$ cat src/rtl/wr_fec_hamming_dec.sv
// rtl/wr_fec_hamming_dec.sv - SEC-DED Hamming(72,64) block decoder for the WR FEC receive path

module wr_fec_hamming_cw_dec (
    input  logic [71:0] cw,
    output logic [63:0] data,
    output logic        corr,
    output logic        err
);

    logic [6:0]  syn;
    logic        par;
    logic [63:0] raw;
    logic [63:0] flip;

    always_comb begin
        syn = '0;
        par = cw[0];
        for (int i = 1; i < 72; i++) begin
            if (cw[i]) begin
                syn = syn ^ 7'(i);
            end
            par = par ^ cw[i];
        end
    end

    // Data bits live at non-power-of-two positions; the flip mask marks the one the syndrome points at.
    always_comb begin
        int k;
        raw  = '0;
        flip = '0;
        k    = 0;
        for (int i = 1; i < 72; i++) begin
            if ((i & (i - 1)) != 0) begin
                raw[k]  = cw[i];
                flip[k] = (syn == 7'(i));
                k       = k + 1;
            end
        end
    end

    always_comb begin
        corr = par && (syn <= 7'd71);
        err  = (!par && (syn != 7'd0)) || (par && (syn > 7'd71));
        data = corr ? (raw ^ flip) : raw;
    end

endmodule

module wr_fec_hamming_dec #(
    parameter int g_cnt_width = 16
) (
    input  logic                   clk_i,
    input  logic                   rst_i,
    input  logic                   in_valid_i,
    input  logic [15:0]            in_data_i,
    input  logic                   in_sof_i,
    output logic                   in_ready_o,
    output logic                   out_valid_o,
    output logic [15:0]            out_data_o,
    input  logic                   out_ready_i,
    output logic                   out_corr_o,
    output logic                   out_err_o,
    input  logic                   cnt_clr_i,
    output logic [g_cnt_width-1:0] cnt_corr_o,
    output logic [g_cnt_width-1:0] cnt_uncorr_o
);

    typedef enum logic [1:0] {
        ST_COLLECT,
        ST_DECODE,
        ST_OUTPUT
    } state_t;

    state_t state, state_nxt;

    logic [143:0] blk;
    logic [3:0]   wcnt;
    logic [2:0]   oidx;
    logic         in_take;
    logic         out_hs;

    logic [63:0]  dec_a, dec_b;
    logic         dec_corr_a, dec_err_a, dec_corr_b, dec_err_b;
    logic [63:0]  data_a_q, data_b_q;
    logic         corr_a_q, err_a_q, corr_b_q, err_b_q;

    logic [g_cnt_width-1:0] cnt_corr_q, cnt_uncorr_q;
    logic [1:0]             inc_corr, inc_uncorr;
    logic [g_cnt_width:0]   sum_corr, sum_uncorr;
    logic [63:0]            sel_data;

    wr_fec_hamming_cw_dec u_dec_a (
        .cw   (blk[71:0]),
        .data (dec_a),
        .corr (dec_corr_a),
        .err  (dec_err_a)
    );

    wr_fec_hamming_cw_dec u_dec_b (
        .cw   (blk[143:72]),
        .data (dec_b),
        .corr (dec_corr_b),
        .err  (dec_err_b)
    );

    assign in_take = in_valid_i && (state == ST_COLLECT);
    assign out_hs  = out_valid_o && out_ready_i;

    always_ff @(posedge clk_i) begin
        if (rst_i) begin
            state <= ST_COLLECT;
        end else begin
            state <= state_nxt;
        end
    end

    always_comb begin
        state_nxt   = state;
        in_ready_o  = 1'b0;
        out_valid_o = 1'b0;
        case (state)
            ST_COLLECT: begin
                in_ready_o = 1'b1;
                if (in_take && !in_sof_i && (wcnt == 4'd8)) begin
                    state_nxt = ST_DECODE;
                end
            end
            ST_DECODE: begin
                state_nxt = ST_OUTPUT;
            end
            ST_OUTPUT: begin
                out_valid_o = 1'b1;
                if (out_ready_i && (oidx == 3'd7)) begin
                    state_nxt = ST_COLLECT;
                end
            end
            default: begin
                state_nxt = ST_COLLECT;
            end
        endcase
    end

    // A start-of-frame word always lands in slot 0; stale words of an abandoned block get overwritten.
    always_ff @(posedge clk_i) begin
        if (rst_i) begin
            blk      <= '0;
            wcnt     <= '0;
            oidx     <= '0;
            data_a_q <= '0;
            data_b_q <= '0;
            corr_a_q <= 1'b0;
            err_a_q  <= 1'b0;
            corr_b_q <= 1'b0;
            err_b_q  <= 1'b0;
        end else begin
            if (in_take) begin
                if (in_sof_i) begin
                    blk[15:0] <= in_data_i;
                    wcnt      <= 4'd1;
                end else begin
                    for (int n = 0; n < 9; n++) begin
                        if (wcnt == 4'(n)) begin
                            blk[16*n +: 16] <= in_data_i;
                        end
                    end
                    wcnt <= (wcnt == 4'd8) ? 4'd0 : wcnt + 4'd1;
                end
            end
            if (state == ST_DECODE) begin
                data_a_q <= dec_a;
                data_b_q <= dec_b;
                corr_a_q <= dec_corr_a;
                err_a_q  <= dec_err_a;
                corr_b_q <= dec_corr_b;
                err_b_q  <= dec_err_b;
                oidx     <= 3'd0;
            end else if (out_hs) begin
                oidx <= oidx + 3'd1;
            end
        end
    end

    assign inc_corr   = {1'b0, dec_corr_a} + {1'b0, dec_corr_b};
    assign inc_uncorr = {1'b0, dec_err_a} + {1'b0, dec_err_b};
    assign sum_corr   = {1'b0, cnt_corr_q} + {{(g_cnt_width-1){1'b0}}, inc_corr};
    assign sum_uncorr = {1'b0, cnt_uncorr_q} + {{(g_cnt_width-1){1'b0}}, inc_uncorr};

    // Clear has priority over the DECODE-cycle increment; a carry out means saturate.
    always_ff @(posedge clk_i) begin
        if (rst_i || cnt_clr_i) begin
            cnt_corr_q   <= '0;
            cnt_uncorr_q <= '0;
        end else if (state == ST_DECODE) begin
            cnt_corr_q   <= sum_corr[g_cnt_width] ? '1 : sum_corr[g_cnt_width-1:0];
            cnt_uncorr_q <= sum_uncorr[g_cnt_width] ? '1 : sum_uncorr[g_cnt_width-1:0];
        end
    end

    assign cnt_corr_o   = cnt_corr_q;
    assign cnt_uncorr_o = cnt_uncorr_q;

    always_comb begin
        sel_data   = oidx[2] ? data_b_q : data_a_q;
        out_corr_o = oidx[2] ? corr_b_q : corr_a_q;
        out_err_o  = oidx[2] ? err_b_q : err_a_q;
        case (oidx[1:0])
            2'd0:    out_data_o = sel_data[15:0];
            2'd1:    out_data_o = sel_data[31:16];
            2'd2:    out_data_o = sel_data[47:32];
            default: out_data_o = sel_data[63:48];
        endcase
    end

endmodule

$ cat config.mk
export PLATFORM = sky130hd
export DESIGN_NAME = wr_fec_hamming_dec
export DESIGN_NICKNAME = d
export VERILOG_FILES = /design/src/rtl/wr_fec_hamming_dec.sv
export SDC_FILE = /design/constraint.sdc
export NUM_CORES = 1
export LEC_CHECK = 0
export ABC_AREA = 1
export CAP_MARGIN = 0
export CORE_MARGIN = 4
export CORE_UTILIZATION = 45
export CTS_CLUSTER_DIAMETER = 40
export DETAILED_ROUTE_END_ITERATION = 6
export PLACE_DENSITY = 0.71
export REMOVE_ABC_BUFFERS = 1
export SLEW_MARGIN = 20
export SYNTH_ARGS = -nofsm -noshare
export SYNTH_HDL_FRONTEND = slang
export SYNTH_HIERARCHICAL = 1
export SYNTH_SLANG_ARGS = --single-unit
$ cat constraint.sdc
create_clock -name clk_i -period 5.26 [get_ports clk_i]
set_clock_uncertainty 0.05 [all_clocks]
set_input_delay 1.052 -clock clk_i [delete_from_list [all_inputs] [get_ports clk_i]]
set_output_delay 1.052 -clock clk_i [all_outputs]
set_load 0.01 [all_outputs]
==> summary.md, run 1 <==
The run gives 26.2k as the overall via count from detail_route. Overall global routing resource usage: 29.7%. The total die area is 56300 um2, and the share of synthesized flip-flops with an asynchronous set or reset is 0%.

Number of antenna violations at the first check in global routing: 4. The run gives 3 as the deepest clock path buffer count. Element type at the critical path end: an output pin. Upper clock frequency limit: 220 MHz. The tree is rooted in a clkbuf_16. The commonest cells after synthesis are 1286 x nand2_1, 728 x nor2_1, 363 x nand3_1. The synthesis warning total came out at 6.

In the synthesized netlist the dominant register cell turns out to be dfxtp_1. Summed over its instances, the top area cell type makes up 26.8% of the synthesized netlist area. The proportion of synthesized chip area in sequential cells is 26.8%, and the total global routing overflow is 0. The relative max-transition margin was 32.2%. Across all hold checks on the routed design, the worst slack comes to 0.428 ns.

The die outline height works out to 237 um. The setup path with the least slack is of type flop to output pin. The critical path goes through inv_1 > ha_1 > a21oi_1 > nand3_1 > nand3_1 > o21ai_0 > clkdlybuf4s50_1. The area occupied by multi-input gates is 14700 um2.

The clock period minus final worst setup slack came out at 4.55 ns. Final max-slew violation count: 0. The maximum fanout along the worst path is 21.

For the via count of the first global-routing pass, the log shows 22.5k. The flip-flop and latch count after synthesis is 317, and the actual transition at the worst max-transition pin is 1.02 ns. In this run, CTS created clock tree buffers numbering 54. Buffers placed on the I/O ports in this run total 73.

The initial utilization of the core area, before any placement, comes to 45.8%. Clock tree synthesis found a total of 317 sinks. For the number of endpoints with negative hold slack in the final report, the log shows 0. The net count of the finished layout is 4030. For this run, design rule violations remaining after detail routing come to 0. The post-route netlist has 6.21% of its cells at a drive strength greater than 1.

Data arrives at the worst endpoint at 3.45 ns. The slowest stage of the critical path belongs to the cell ha_1. After synthesis, the netlist uses 47 different library cells. After Yosys synthesis, and, or, nand and nor cells account for 47.6% of the synthesized area. In this run the number of H-tree levels came out at 2. Number of enable flip-flop cells after synthesis: 0. The run finished with clean final reports. Dividing the detail-routed via count by the number of cells gives 5.56. After routing the design area is 26100 um2. The portion of synthesized area spent on multiplexers is 0%.

The most numerous cell type found on the critical path is nand3_1. The synthesized netlist devotes 0.803% of its cell area to adder and majority cells. Yosys attributes the largest share of cell area to dfxtp_1 27%, nand2_1 20%, nor2_1 12%. After synthesis, the largest family of logic cells by area is simple AND/OR/NAND/NOR gates. The highest ir drop seen on vdd was 228 uV. Post-CTS setup buffer count: 0.

Adding up every negative setup slack in the final design gives 0 ns. The dominant cell by count in the synthesized netlist is nand2_1. Detailed placement finished with a half-perimeter wire length of 62800 um.

The number of gates resized after CTS was 0. The xor/xnor cell area share of the yosys netlist came out at 4.85%. The library cell occupying the most area in the post-synthesis netlist was dfxtp_1. The run gives 1.05 as the final weighted congestion in routability-driven placement. The tools report the cell area after technology mapping as 23700 um2. The class of the tightest hold or removal check was flop to flop.

The number of buffers added to fix hold violations after cts was 0; the largest net degree at the start of global routing was 129. The tools report the cell count after synthesis as 4064. In this design, the stage delay of the slowest critical-path cell is 0.84 ns. The repair_antennas step left the layout with diodes totalling 0. For the number of fill cells, the log shows 5394.

TritonCTS built the clock tree. 74 I/O pins were placed. Once placement finished, the instance area stood at 24100 um2.

Setup repair after global routing left no endpoint under its margin. The final critical path takes up 86.6% of the cycle. The synthesized netlist devotes 8.67% of its cell area to compound gates. After detailed routing, the average wire length per cell comes to 18.6 um. The sequential cells in the finished layout cover a total of 6350 um2. The tools report the violation count after the first detailed-route iteration as 3315.

The reg2reg setup slack was 0.79 ns; the die width was 237 um. Number of optimization iterations in the first detailed-route pass: 6. The logs give 0 for the final-report setup violation count and 51700 um2 for the area of the core.

The detail route stage leaves a number of antenna-violating nets equal to 0. The run gives 83 as the row count. The mean cell area of the mapped netlist is 5.83 um2, and the wire length after detailed routing is 87700 um. For this design the ratio of total power to cell area is 275 nW/um2.

The first global-routing pass estimated 132000 um of wire. Data on the critical path is required at its endpoint by 4.16 ns. Across the run, the number of max-cap violations was 0. In this run the static leakage power is 0.0118 uW. The tools report the later-pin clock latency in the skew report as 0.62 ns. The tools report the type of element launching the critical path as a flop.

The clock-pin slew on the worst setup and hold paths was 0.06 ns; the layout overhead on the synthesized area was 10.1%.
## worst paths after layout
kind	cells after the start	start	to
max	7	oidx[0]	out_data_o[1]
min	2	data_a_q[59]	data_a_q[59]
max reg2reg	32	blk[103]	cnt_uncorr_o[9]
min reg2reg	2	data_a_q[59]	data_a_q[59]
## placed cells by master (no fill, tap or decap), types with 5 or more instances in the layout
| cell | count |
|---|---|
| a21oi_1 | 189 |
| buf_4 | 14 |
| bufinv_16 | 5 |
| clkbuf_16 | 54 |
| clkbuf_8 | 5 |
| clkdlybuf4s50_1 | 72 |
| clkinv_1 | 20 |
| clkinv_4 | 6 |
| clkinvlp_4 | 5 |
| dfxtp_1 | 317 |
| ha_1 | 11 |
| inv_1 | 301 |
| inv_2 | 47 |
| inv_6 | 12 |
| inv_8 | 7 |
| nand2_1 | 1286 |
| nand2_2 | 9 |
| nand2_4 | 12 |
| nand3_1 | 363 |
| nand3_4 | 11 |
| nand3b_1 | 16 |
| nand4_1 | 146 |
| nor2_1 | 728 |
| nor2_2 | 21 |
| nor2_4 | 7 |
| o21ai_0 | 179 |
| o21ai_1 | 29 |
| xnor2_1 | 50 |
| xor2_1 | 61 |
## flip-flops by register name (all words and copies together), names as in the netlist, 2 cells and up
| name | count |
|---|---|
| blk | 144 |
| data_a_q | 64 |
| data_b_q | 64 |
| cnt_corr_o | 16 |
| cnt_uncorr_o | 16 |
| wcnt | 4 |
| oidx | 3 |
| state | 2 |
## logic make-up after synthesis
group / Yosys count
XOR/XNOR: 119
AO/OA/AOI/OAI: 406
adder cells (fa/ha/maj): 14
buffers and inverters: 587
AND/OR/NAND/NOR: 2621
flip-flops: 317
## critical path: cells and delay by family, from the launching register on
family	cells	cell delay (ns)
buffers and inverters	2	0.80
DFF	1	0.34
adders and majority gates	1	0.84
and+or+nand+nor	2	0.26
AOI/OAI and AO/OA	2	0.58
## routing by layer
layer	wire, um	vias up	GRT usage, %
met4	3870	6	12.2
met5	34	-	0
met1	37400	11800	42.1
met2	35600	1412	43.0
met3	10900	231	7.40
li1	-	12800	-
## through the flow
| step | power (uW) | setup slack [ns] | util (%) | instances |
|---|---|---|---|---|
| final | 7170 | 0.707 | 50.4 | 4719 |
| after global routing | 7390 | 0.404 | 50.4 | 4719 |
| after CTS | 7170 | 0.796 | 50.4 | 4719 |
| after detailed placement | 3460 | 0.994 | 46.7 | 4618 |
| after global placement | 3450 | 1.06 | 46.7 | 4618 |
| after floorplan | 3110 | 0.617 | - | 3849 |
## cell type report
class	count	area share (%)
clock buffers	61	5.48
flip-flops and latches	317	24.3
inverters	372	5.40
repair buffers	89	3.37
clock inverters	40	1.85
multi-input cells	3160	56.3
well taps	680	3.26
## report_power, final
group          internal (uW)  switching (uW)
Combinational            226             782
Sequential              2420            30.6
Clock                   2260            1450
Total                   4910            2270
Note: power is estimated with default switching activity, not from simulation.
==> run 2, diff against run 1 <==
- ABC_CLOCK_PERIOD_IN_PS: default -> 5260
==> results of run 2 <==
Final layout, timing and power as in run 1 (identical DEF).
